### src/rtl/fetch_queue_stage.sv
// fetch_queue_stage: PC owner issuing sequential fetches to a 1-cycle imem, buffering {instr, pc} in a FIFO for decode.
// Ports: clk/rst (async active-low); fetch_en halts issue; redirect_valid/redirect_pc flush and reload the PC;
// imem_req/imem_addr/imem_rdata talk to the instruction memory; out_valid/out_ready/out_instr/out_pc hand
// entries to decode; occupancy reports the number of FIFO entries held.
module fetch_queue_stage #(
    parameter int XLEN = 32,
    parameter int ILEN = 32,
    parameter int DEPTH = 4,
    parameter logic [XLEN-1:0] RESET_PC = '0
) (
    input  logic                    clk,
    input  logic                    rst,
    input  logic                    fetch_en,
    input  logic                    redirect_valid,
    input  logic [XLEN-1:0]         redirect_pc,
    output logic                    imem_req,
    output logic [XLEN-1:0]         imem_addr,
    input  logic [ILEN-1:0]         imem_rdata,
    output logic                    out_valid,
    input  logic                    out_ready,
    output logic [ILEN-1:0]         out_instr,
    output logic [XLEN-1:0]         out_pc,
    output logic [$clog2(DEPTH):0]  occupancy
);
    localparam int AW = $clog2(DEPTH);
    logic [XLEN-1:0] pc;
    logic [XLEN-1:0] inflight_pc;
    logic            inflight;
    logic [AW-1:0]   rd_ptr;
    logic [AW-1:0]   wr_ptr;
    logic [AW:0]     count;
    logic [ILEN-1:0] instr_q [DEPTH];
    logic [XLEN-1:0] pc_q [DEPTH];
    logic            pop;
    logic            push;
    logic [AW+1:0]   level;
    assign pop = out_valid & out_ready & ~redirect_valid;
    assign push = inflight & ~redirect_valid;
    // Entries that will be held once the outstanding response lands; a new request must still fit.
    assign level = {1'b0, count} + (AW+2)'(inflight) - (AW+2)'(pop);
    // Gated by rst so the request drops the moment reset is asserted, not at the next edge.
    assign imem_req = rst & fetch_en & ~redirect_valid & (level < (AW+2)'(DEPTH));
    assign imem_addr = pc;
    assign out_valid = count != '0;
    assign out_instr = instr_q[rd_ptr];
    assign out_pc = pc_q[rd_ptr];
    assign occupancy = count;
    always_ff @(posedge clk or negedge rst) begin
        if (!rst) begin
            pc <= RESET_PC;
            inflight_pc <= '0;
            inflight <= 1'b0;
            rd_ptr <= '0;
            wr_ptr <= '0;
            count <= '0;
            for (int i = 0; i < DEPTH; i++) begin
                instr_q[i] <= '0;
                pc_q[i] <= '0;
            end
        end else if (redirect_valid) begin
            pc <= {redirect_pc[XLEN-1:2], 2'b00};
            inflight <= 1'b0;
            rd_ptr <= '0;
            wr_ptr <= '0;
            count <= '0;
        end else begin
            inflight <= imem_req;
            if (imem_req) begin
                pc <= pc + XLEN'(4);
                inflight_pc <= pc;
            end
            if (push) begin
                instr_q[wr_ptr] <= imem_rdata;
                pc_q[wr_ptr] <= inflight_pc;
                wr_ptr <= wr_ptr + AW'(1);
            end
            if (pop)
                rd_ptr <= rd_ptr + AW'(1);
            count <= count + (AW+1)'(push) - (AW+1)'(pop);
        end
    end
endmodule

### config.mk
export PLATFORM = sky130hd
export DESIGN_NAME = fetch_queue_stage
export DESIGN_NICKNAME = d
export VERILOG_FILES = /design/src/rtl/fetch_queue_stage.sv
export SDC_FILE = /design/constraint.sdc
export NUM_CORES = 1
export LEC_CHECK = 0
export ABC_AREA = 0
export CELL_PAD_IN_SITES_DETAIL_PLACEMENT = 1
export CELL_PAD_IN_SITES_GLOBAL_PLACEMENT = 1
export CORE_UTILIZATION = 40
export CTS_BUF_LIST = sky130_fd_sc_hd__clkbuf_8
export CTS_CLUSTER_SIZE = 8
export DETAILED_ROUTE_END_ITERATION = 16
export PLACE_DENSITY_LB_ADDON = 0.08
export RECOVER_POWER = 100
export SYNTH_ARGS = -nofsm -noshare
export SYNTH_HDL_FRONTEND = slang
export SYNTH_SLANG_ARGS = --single-unit
export TNS_END_PERCENT = 50
### constraint.sdc
create_clock -name clk -period 4.5 [get_ports clk]
set_input_delay 0.45 -clock clk [delete_from_list [all_inputs] [get_ports clk]]
set_output_delay 0.45 -clock clk [all_outputs]
set_load 0.1 [all_outputs]
==> results of run 1 <==
logic make-up (layout without fill, tap and decap cells):
family,count (synthesis),in the layout,share of synthesized area
xor+xnor,6,6,0.00374
buf+inv,71,277,0.0211
simple gates,138,138,0.0520
fa+ha+maj,9,9,0.00854
mux,341,341,0.323
other cells,1,5,0.000267
flops,316,316,0.562
compound gates,63,63,0.0292
per-layer routing:
layer | vias up | routed length [um] | GRT usage
met1 | 4606 | 15300 | 0.272
met5 | - | 28 | 0
met2 | 200 | 16200 | 0.315
met4 | 4 | 852 | 0.0654
met3 | 68 | 1870 | 0.0491
li1 | 3882 | - | -
power by group through the flow:
stage | clock network (mW) | logic (mW) | registers [mW]
detailed placement | 0 | 5.90 | 4.07
global placement | 0 | 5.84 | 4.05
finish | 2.42 | 5.66 | 4.01
CTS | 2.53 | 5.91 | 4.03
floorplan | 0 | 4.47 | 4.06
global route | 2.64 | 5.90 | 4.13
worst max-delay path, stage by stage:
cell	delay, ps
sky130_fd_sc_hd__dlygate4sd3_1	570
sky130_fd_sc_hd__clkbuf_1	660
sky130_fd_sc_hd__nor2b_1	260
sky130_fd_sc_hd__nand2_1	1230
sky130_fd_sc_hd__clkbuf_4	820
sky130_fd_sc_hd__mux2_2	410
path summary, 6_finish.rpt:
check / startpoint / to / slack [ps]
max in group asynchronous: rst / rd_ptr[1] / 910
hold / removal: rst / instr_q[26] / 320
setup reg to reg: occupancy[1] / imem_addr[10] / 900
min in group clk: redirect_pc[3] / imem_addr[3] / 430
hold reg to reg: instr_q[52] / instr_q[52] / 500
setup / recovery: redirect_valid / pc_q[59] / 530
placed cells by master, fill, tap and decap left out, types with 2 or more instances in the layout:
| cell | n |
|---|---|
| sky130_fd_sc_hd__a31oi_1 | 27 |
| sky130_fd_sc_hd__and2_1 | 3 |
| sky130_fd_sc_hd__and3_1 | 6 |
| sky130_fd_sc_hd__and4_1 | 4 |
| sky130_fd_sc_hd__buf_12 | 3 |
| sky130_fd_sc_hd__buf_4 | 7 |
| sky130_fd_sc_hd__clkbuf_1 | 4 |
| sky130_fd_sc_hd__clkbuf_2 | 4 |
| sky130_fd_sc_hd__clkbuf_4 | 3 |
| sky130_fd_sc_hd__clkbuf_8 | 66 |
| sky130_fd_sc_hd__clkdlybuf4s50_1 | 64 |
| sky130_fd_sc_hd__conb_1 | 4 |
| sky130_fd_sc_hd__dfrtp_1 | 314 |
| sky130_fd_sc_hd__dfrtp_4 | 2 |
| sky130_fd_sc_hd__dlygate4sd3_1 | 94 |
| sky130_fd_sc_hd__ha_1 | 8 |
| sky130_fd_sc_hd__inv_1 | 30 |
| sky130_fd_sc_hd__mux2_2 | 277 |
| sky130_fd_sc_hd__mux4_2 | 62 |
| sky130_fd_sc_hd__nand2_1 | 19 |
| sky130_fd_sc_hd__nand3_1 | 16 |
| sky130_fd_sc_hd__nand4_1 | 10 |
| sky130_fd_sc_hd__nor2_1 | 37 |
| sky130_fd_sc_hd__nor2b_1 | 2 |
| sky130_fd_sc_hd__nor3_1 | 5 |
| sky130_fd_sc_hd__o211ai_1 | 3 |
| sky130_fd_sc_hd__o21ai_0 | 19 |
| sky130_fd_sc_hd__o31ai_1 | 10 |
| sky130_fd_sc_hd__or3_1 | 18 |
| sky130_fd_sc_hd__or4_1 | 13 |
| sky130_fd_sc_hd__xnor2_1 | 2 |
| sky130_fd_sc_hd__xor2_1 | 4 |
cell type report:
cell class,count,area share
clock inverters,23,0.00503
repair buffers,180,0.103
multi-input cells,561,0.342
inverters,8,0.00175
flip-flops and latches,316,0.462
diodes,1,0.000146
well taps,455,0.0332
clock buffers,66,0.0530
registers in the layout, summed over array words and instances, names as in the netlist:
name,count
inflight_pc,30
inflight,1
rd_ptr,2
instr_q,128
wr_ptr,2
pc_q,120
imem_addr,30
occupancy,3
through the flow:
stage	cell area [sq um]	cells	power, mW	utilization
floorplan	14100	948	8.54	-
global placement	16200	1519	9.88	0.470
detailed placement	16200	1519	9.97	0.470
CTS	17200	1609	12.5	0.499
global route	17100	1610	12.7	0.496
finish	17100	1610	12.1	0.496
==> flow_metrics.tcl, run 1 <==
set metrics [dict create \
    run_status "finished with violations" \
    violations_in_the_final_reports "max-capacitance violations, max-slew violations" \
    pin_count_of_the_biggest_net_entering_global_routing 160 \
    critPathMaxFanout 35 \
    cts.path.max_buffers 3 \
    crit_path_start_kind "input pin" \
    post-cts-setup-buffers 0 \
    placement.setup.worst_slack_ps 874 \
    portBuffers 163 \
    grt_use_total 0.200 \
    flow.area_growth_from_synthesis_pct 22.0 \
    floorplan.rows 68 \
    worst_ep_arrival_time_ps 4440 \
    count_of_flip_flops_with_a_built_in_enable_after_synthesis 0 \
    wl_per_cell_um 21.3 \
    ys_ff_latch 316 \
    via_per_inst 5.44 \
    worstPathRequired_ps 4970 \
    cts-root-buf "sky130_fd_sc_hd__clkbuf_8" \
    intPower_mw 6.42 \
    layout.area.seq_sq_um 7920 \
    net_switching_power_mw 5.67 \
    synthesis.yosys.warnings 0 \
    detailed_place_hpwl_um 21500 \
    num-nets-final 1201 \
    cts.hold.buffers_added 1 \
    grt_overflow 0 \
    finalWorstSetupSlack_ps 530 \
    holdWs_ps 316 \
    synth.largest_area_cell "sky130_fd_sc_hd__dfrtp_1" \
    route.final.wire_length_um 34300 \
    synth.area.top_cells "sky130_fd_sc_hd__dfrtp_1, sky130_fd_sc_hd__mux2_2, sky130_fd_sc_hd__mux4_2" \
    num_cts_buffers 56 \
    timing_hold_violations_final 0 \
    multi_input_area_sq_um 5870 \
    synth.most_common_cell "sky130_fd_sc_hd__dfrtp_1" \
    synthTopCellsByCount "sky130_fd_sc_hd__dfrtp_1, sky130_fd_sc_hd__mux2_2, sky130_fd_sc_hd__mux4_2, sky130_fd_sc_hd__clkbuf_1, sky130_fd_sc_hd__nor2_1" \
    drtPass1Iterations 4 \
    totalNegativeSetupSlack_ps 0 \
    cellPowerDensity_nw_per_um2 705 \
    power.ir.vdd_worst_mv 0.681 \
    drtIter0Drc 324 \
    grt_antenna_before_repair 3 \
    initial_core_util 0.407 \
    slew_viol_final 396 \
    resize_count_post_cts 0 \
    dieArea_sq_um 35900 \
    grt_setup_unrepaired "no" \
    length_in_cells_of_the_worst_reg_to_reg_path 10 \
    netlist_instances 945 \
    drc_errors 0 \
    fillerInstances 3391 \
    min_period_ps 3970 \
    clock_insertion_delay_worst_skew_ps 610 \
    clockPowerShare 0.200 \
    clock_sinks 316 \
    synthesis.area_sq_um 14100 \
    fmaxAchievable_mhz 252 \
    drive_gt1_frac 0.373 \
    clkTransAtPathRegs_ps 60 \
    cts-htree-levels 2 \
    worst_clock_skew_ps 26.1 \
    boundaryPins 170 \
    route.vias.total 8760 \
    worstSetupEndpointType "flip-flop" \
    synth_top_area_frac 0.562 \
    dieHeight_um 189 \
    maxCapViolations 6 \
    antenna_violating_nets_post_route 0 \
    final-setup-viol-count 0 \
    relSlewSlack -0.502 \
    ys_seq_area_frac 0.562 \
    grt_first_pass_wirelength_um 55700 \
    timing_worst_setup_path_type "input pin to flip-flop" \
    combinational_group_share_of_total_power 0.468 \
    hold_class "input pin to asynchronous set/reset pin" \
    async_reset_ff_frac 1.00 \
    tritoncts "built" \
    floorplan.core_area_sq_um 34500 \
    switching_share 0.469 \
    synthDistinctLibCells 39 \
    avgSynthCellArea_sq_um 14.9 \
    sequential_share_of_power 0.331 \
    dominantRegCellSynth "sky130_fd_sc_hd__dfrtp_1" \
    gpl.final_weighted_congestion 0.736 \
    grt_pass1_vias 9697 \
    final_period_util 0.882 \
    fp.dieW_um 189 \
    worst_slew_pin_slew_ps 2250 \
    power.leakage_nw 7.75 \
]
No activity file was read; power rests on OpenSTA's default activity.
==> inputs of run 2 (changes only) <==
--- a/config.mk
+++ b/config.mk
@@ -5,7 +5,7 @@
 export SDC_FILE = /design/constraint.sdc
 export NUM_CORES = 1
 export LEC_CHECK = 0
-export ABC_AREA = 0
+export ABC_AREA = 1
 export CELL_PAD_IN_SITES_DETAIL_PLACEMENT = 1
 export CELL_PAD_IN_SITES_GLOBAL_PLACEMENT = 1
 export CORE_UTILIZATION = 40
==> flow_metrics.tcl, run 2 <==
set metrics [dict create \
    run_status "finished with violations" \
    violations_in_the_final_reports "max-capacitance violations, max-slew violations" \
    ys_seq_area_frac 0.548 \
    power.leakage_nw 8.38 \
    power.ir.vdd_worst_mv 0.540 \
    max_flop_register "instr_q" \
    main_combinational_cell_family_by_area_after_synthesis "simple AND/OR/NAND/NOR gates" \
    grt_setup_unrepaired "no" \
    worst_slew_pin_slew_ps 2600 \
    cts-htree-levels 2 \
    synthTopCellsByCount "sky130_fd_sc_hd__nand2_1, sky130_fd_sc_hd__o21ai_0, sky130_fd_sc_hd__dfrtp_1, sky130_fd_sc_hd__nor2_1, sky130_fd_sc_hd__inv_1" \
    pin_count_of_the_biggest_net_entering_global_routing 175 \
    dpl-instance-area_sq_um 16200 \
    dp.cells 2306 \
    cp-startpoint "rd_ptr[0]" \
    drc_errors 0 \
    final_period_util 0.870 \
    count_of_flip_flops_with_a_built_in_enable_after_synthesis 0 \
    n_antenna_cell 0 \
    timing.critical_path.slowest_cell_delay_ps 1170 \
    resize_count_post_cts 0 \
    timing_hold_violations_final 0 \
    synthDistinctLibCells 27 \
    clock_sinks 316 \
    cts.hold.buffers_added 1 \
    avgSynthCellArea_sq_um 8.11 \
    maxCapViolations 7 \
    layout.core_utilization 0.485 \
    reg_top3 "instr_q (128), pc_q (120)" \
    dieArea_sq_um 36900 \
    holdWs_ps 169 \
    drtPass1Iterations 4 \
    drive_gt1_frac 0.0835 \
    cellPowerDensity_nw_per_um2 744 \
    netlist_instances 1780 \
    via_per_inst 5.13 \
    layout.cells.most_common "sky130_fd_sc_hd__nand2_1" \
    synth.area.top_cells "sky130_fd_sc_hd__dfrtp_1, sky130_fd_sc_hd__o21ai_0, sky130_fd_sc_hd__nand2_1" \
    critical_register_to_register_path_startpoint "inflight" \
    grt_use_total 0.234 \
    fillerInstances 4365 \
    post_synth_fa_ha_maj_area_fraction 0.00832 \
    synth.most_common_cell "sky130_fd_sc_hd__nand2_1" \
    fp.dieW_um 192 \
    synthMuxAreaShare 0 \
    floorplan.rows 69 \
    power.total_mw 12.8 \
    async_reset_ff_frac 1.00 \
    synthesis.yosys.warnings 0 \
    antenna_violating_nets_post_route 0 \
    critPathMaxFanout 70 \
    yosys.area_share.simple 0.197 \
    relSlewSlack -0.737 \
    synthesis.area_sq_um 14400 \
    worst_path_most_repeated_cell "sky130_fd_sc_hd__clkbuf_2" \
    hold_class "input pin to flip-flop" \
    instances_no_fill 2413 \
    totalNegativeSetupSlack_ps 0 \
    route.final.wire_length_um 41700 \
    gpl.final_weighted_congestion 0.884 \
    largest_reg_flops 128 \
    grt_pass1_vias 13036 \
    floorplan.core_area_sq_um 35600 \
    post-cts-setup-buffers 0 \
    grt_overflow 0 \
    wl_per_cell_um 17.3 \
    finalWorstSetupSlack_ps 584 \
    cts.path.max_buffers 3 \
    num_cts_buffers 56 \
    ys_ff_latch 316 \
    portBuffers 163 \
    synth-compound-area-share 0.171 \
    final-setup-viol-count 0 \
    crit_path_start_kind "flip-flop" \
    synth.largest_area_cell "sky130_fd_sc_hd__dfrtp_1" \
    timing_worst_setup_path_type "flip-flop to primary output" \
    worst_ep_arrival_time_ps 3470 \
    grt_first_pass_wirelength_um 68700 \
    final_area_sq_um 17300 \
    dominantRegCellSynth "sky130_fd_sc_hd__dfrtp_1" \
    flow.area_growth_from_synthesis_pct 19.5 \
    drtIter0Drc 589 \
    synth_top_area_frac 0.548 \
    grt_antenna_before_repair 0 \
    worstPathRequired_ps 4050 \
    synth_xor_xnor_area_share 0.00971 \
    critical-path-slowest-cell "sky130_fd_sc_hd__clkbuf_2" \
    boundaryPins 170 \
    clock_insertion_delay_worst_skew_ps 600 \
    dieHeight_um 192 \
    route.vias.total 12381 \
    cts-root-buf "sky130_fd_sc_hd__clkbuf_8" \
    most-common-layout-cells "sky130_fd_sc_hd__nand2_1, sky130_fd_sc_hd__o21ai_0, sky130_fd_sc_hd__dfrtp_1, sky130_fd_sc_hd__nor2_1, sky130_fd_sc_hd__inv_1" \
    worstSetupEndpointType "primary output" \
    worst_hold_startpoint "redirect_valid" \
    tritoncts "built" \
    detailed_place_hpwl_um 25300 \
    crit_path_cell_trace "clkbuf_2 > o21ai_0 > o22ai_1 > clkbuf_2" \
    min_period_ps 3920 \
    fmaxAchievable_mhz 255 \
    num-nets-final 1982 \
    worst_clock_skew_ps 23.2 \
    clkTransAtPathRegs_ps 60 \
    initial_core_util 0.406 \
    slew_viol_final 531 \
    placement.setup.worst_slack_ps 1270 \
]
-- run 2: routing by layer --
layer / vias up / share of wire / GRT usage
li1: 6058 / - / -
met1: 6057 / 0.47 / 0.310
met2: 203 / 0.47 / 0.393
met3: 63 / 0.037 / 0.0354
met4: 0 / 0.025 / 0.0745
met5: - / 0 / 0
-- run 2: path summary, 6_finish.rpt --
check	endpoint	slack [ps]	cells after the start
min in group asynchronous	instr_q[4]	330	2
hold reg to reg	pc_q[87]	480	2
setup / recovery	out_instr[21]	580	4
max in group asynchronous	imem_addr[3]	1310	3
setup reg to reg	instr_q[59]	790	6
hold / removal	wr_ptr[1]	170	4
-- run 2: cell families after synthesis --
family	count (synthesis)
other	1
and+or+nand+nor	725
buffers and inverters	234
xor gates and xnor gates	16
AOI/OAI and AO/OA	479
adders and majority gates	9
DFF	316
-- run 2: where the power goes --
| group | leakage, nW | internal, mW | total, mW | switching, mW |
|---|---|---|---|---|
| clock | 0.696 | 1.64 | 2.86 | 1.23 |
| sequential | 4.27 | 3.40 | 3.81 | 0.407 |
| combinational | 3.41 | 1.10 | 6.16 | 5.06 |
-- run 2: area by class of cell --
class                           instances  area (sq um)  share of cell area
Clock buffer                           84          1160              0.0670
Clock inverter                         22           103             0.00595
Inverter                              116           439              0.0255
Multi-Input combinational cell       1233          5590               0.324
Sequential cell                       316          7910               0.458
Tap cell                              461           577              0.0334
Timing Repair Buffer                  181          1490              0.0861
-- run 2: critical path: cells and delay by family, from the launching register on --
kind	cells	cell delay, ps
flops	1	620
buf+inv	2	1670
compound gates	2	480
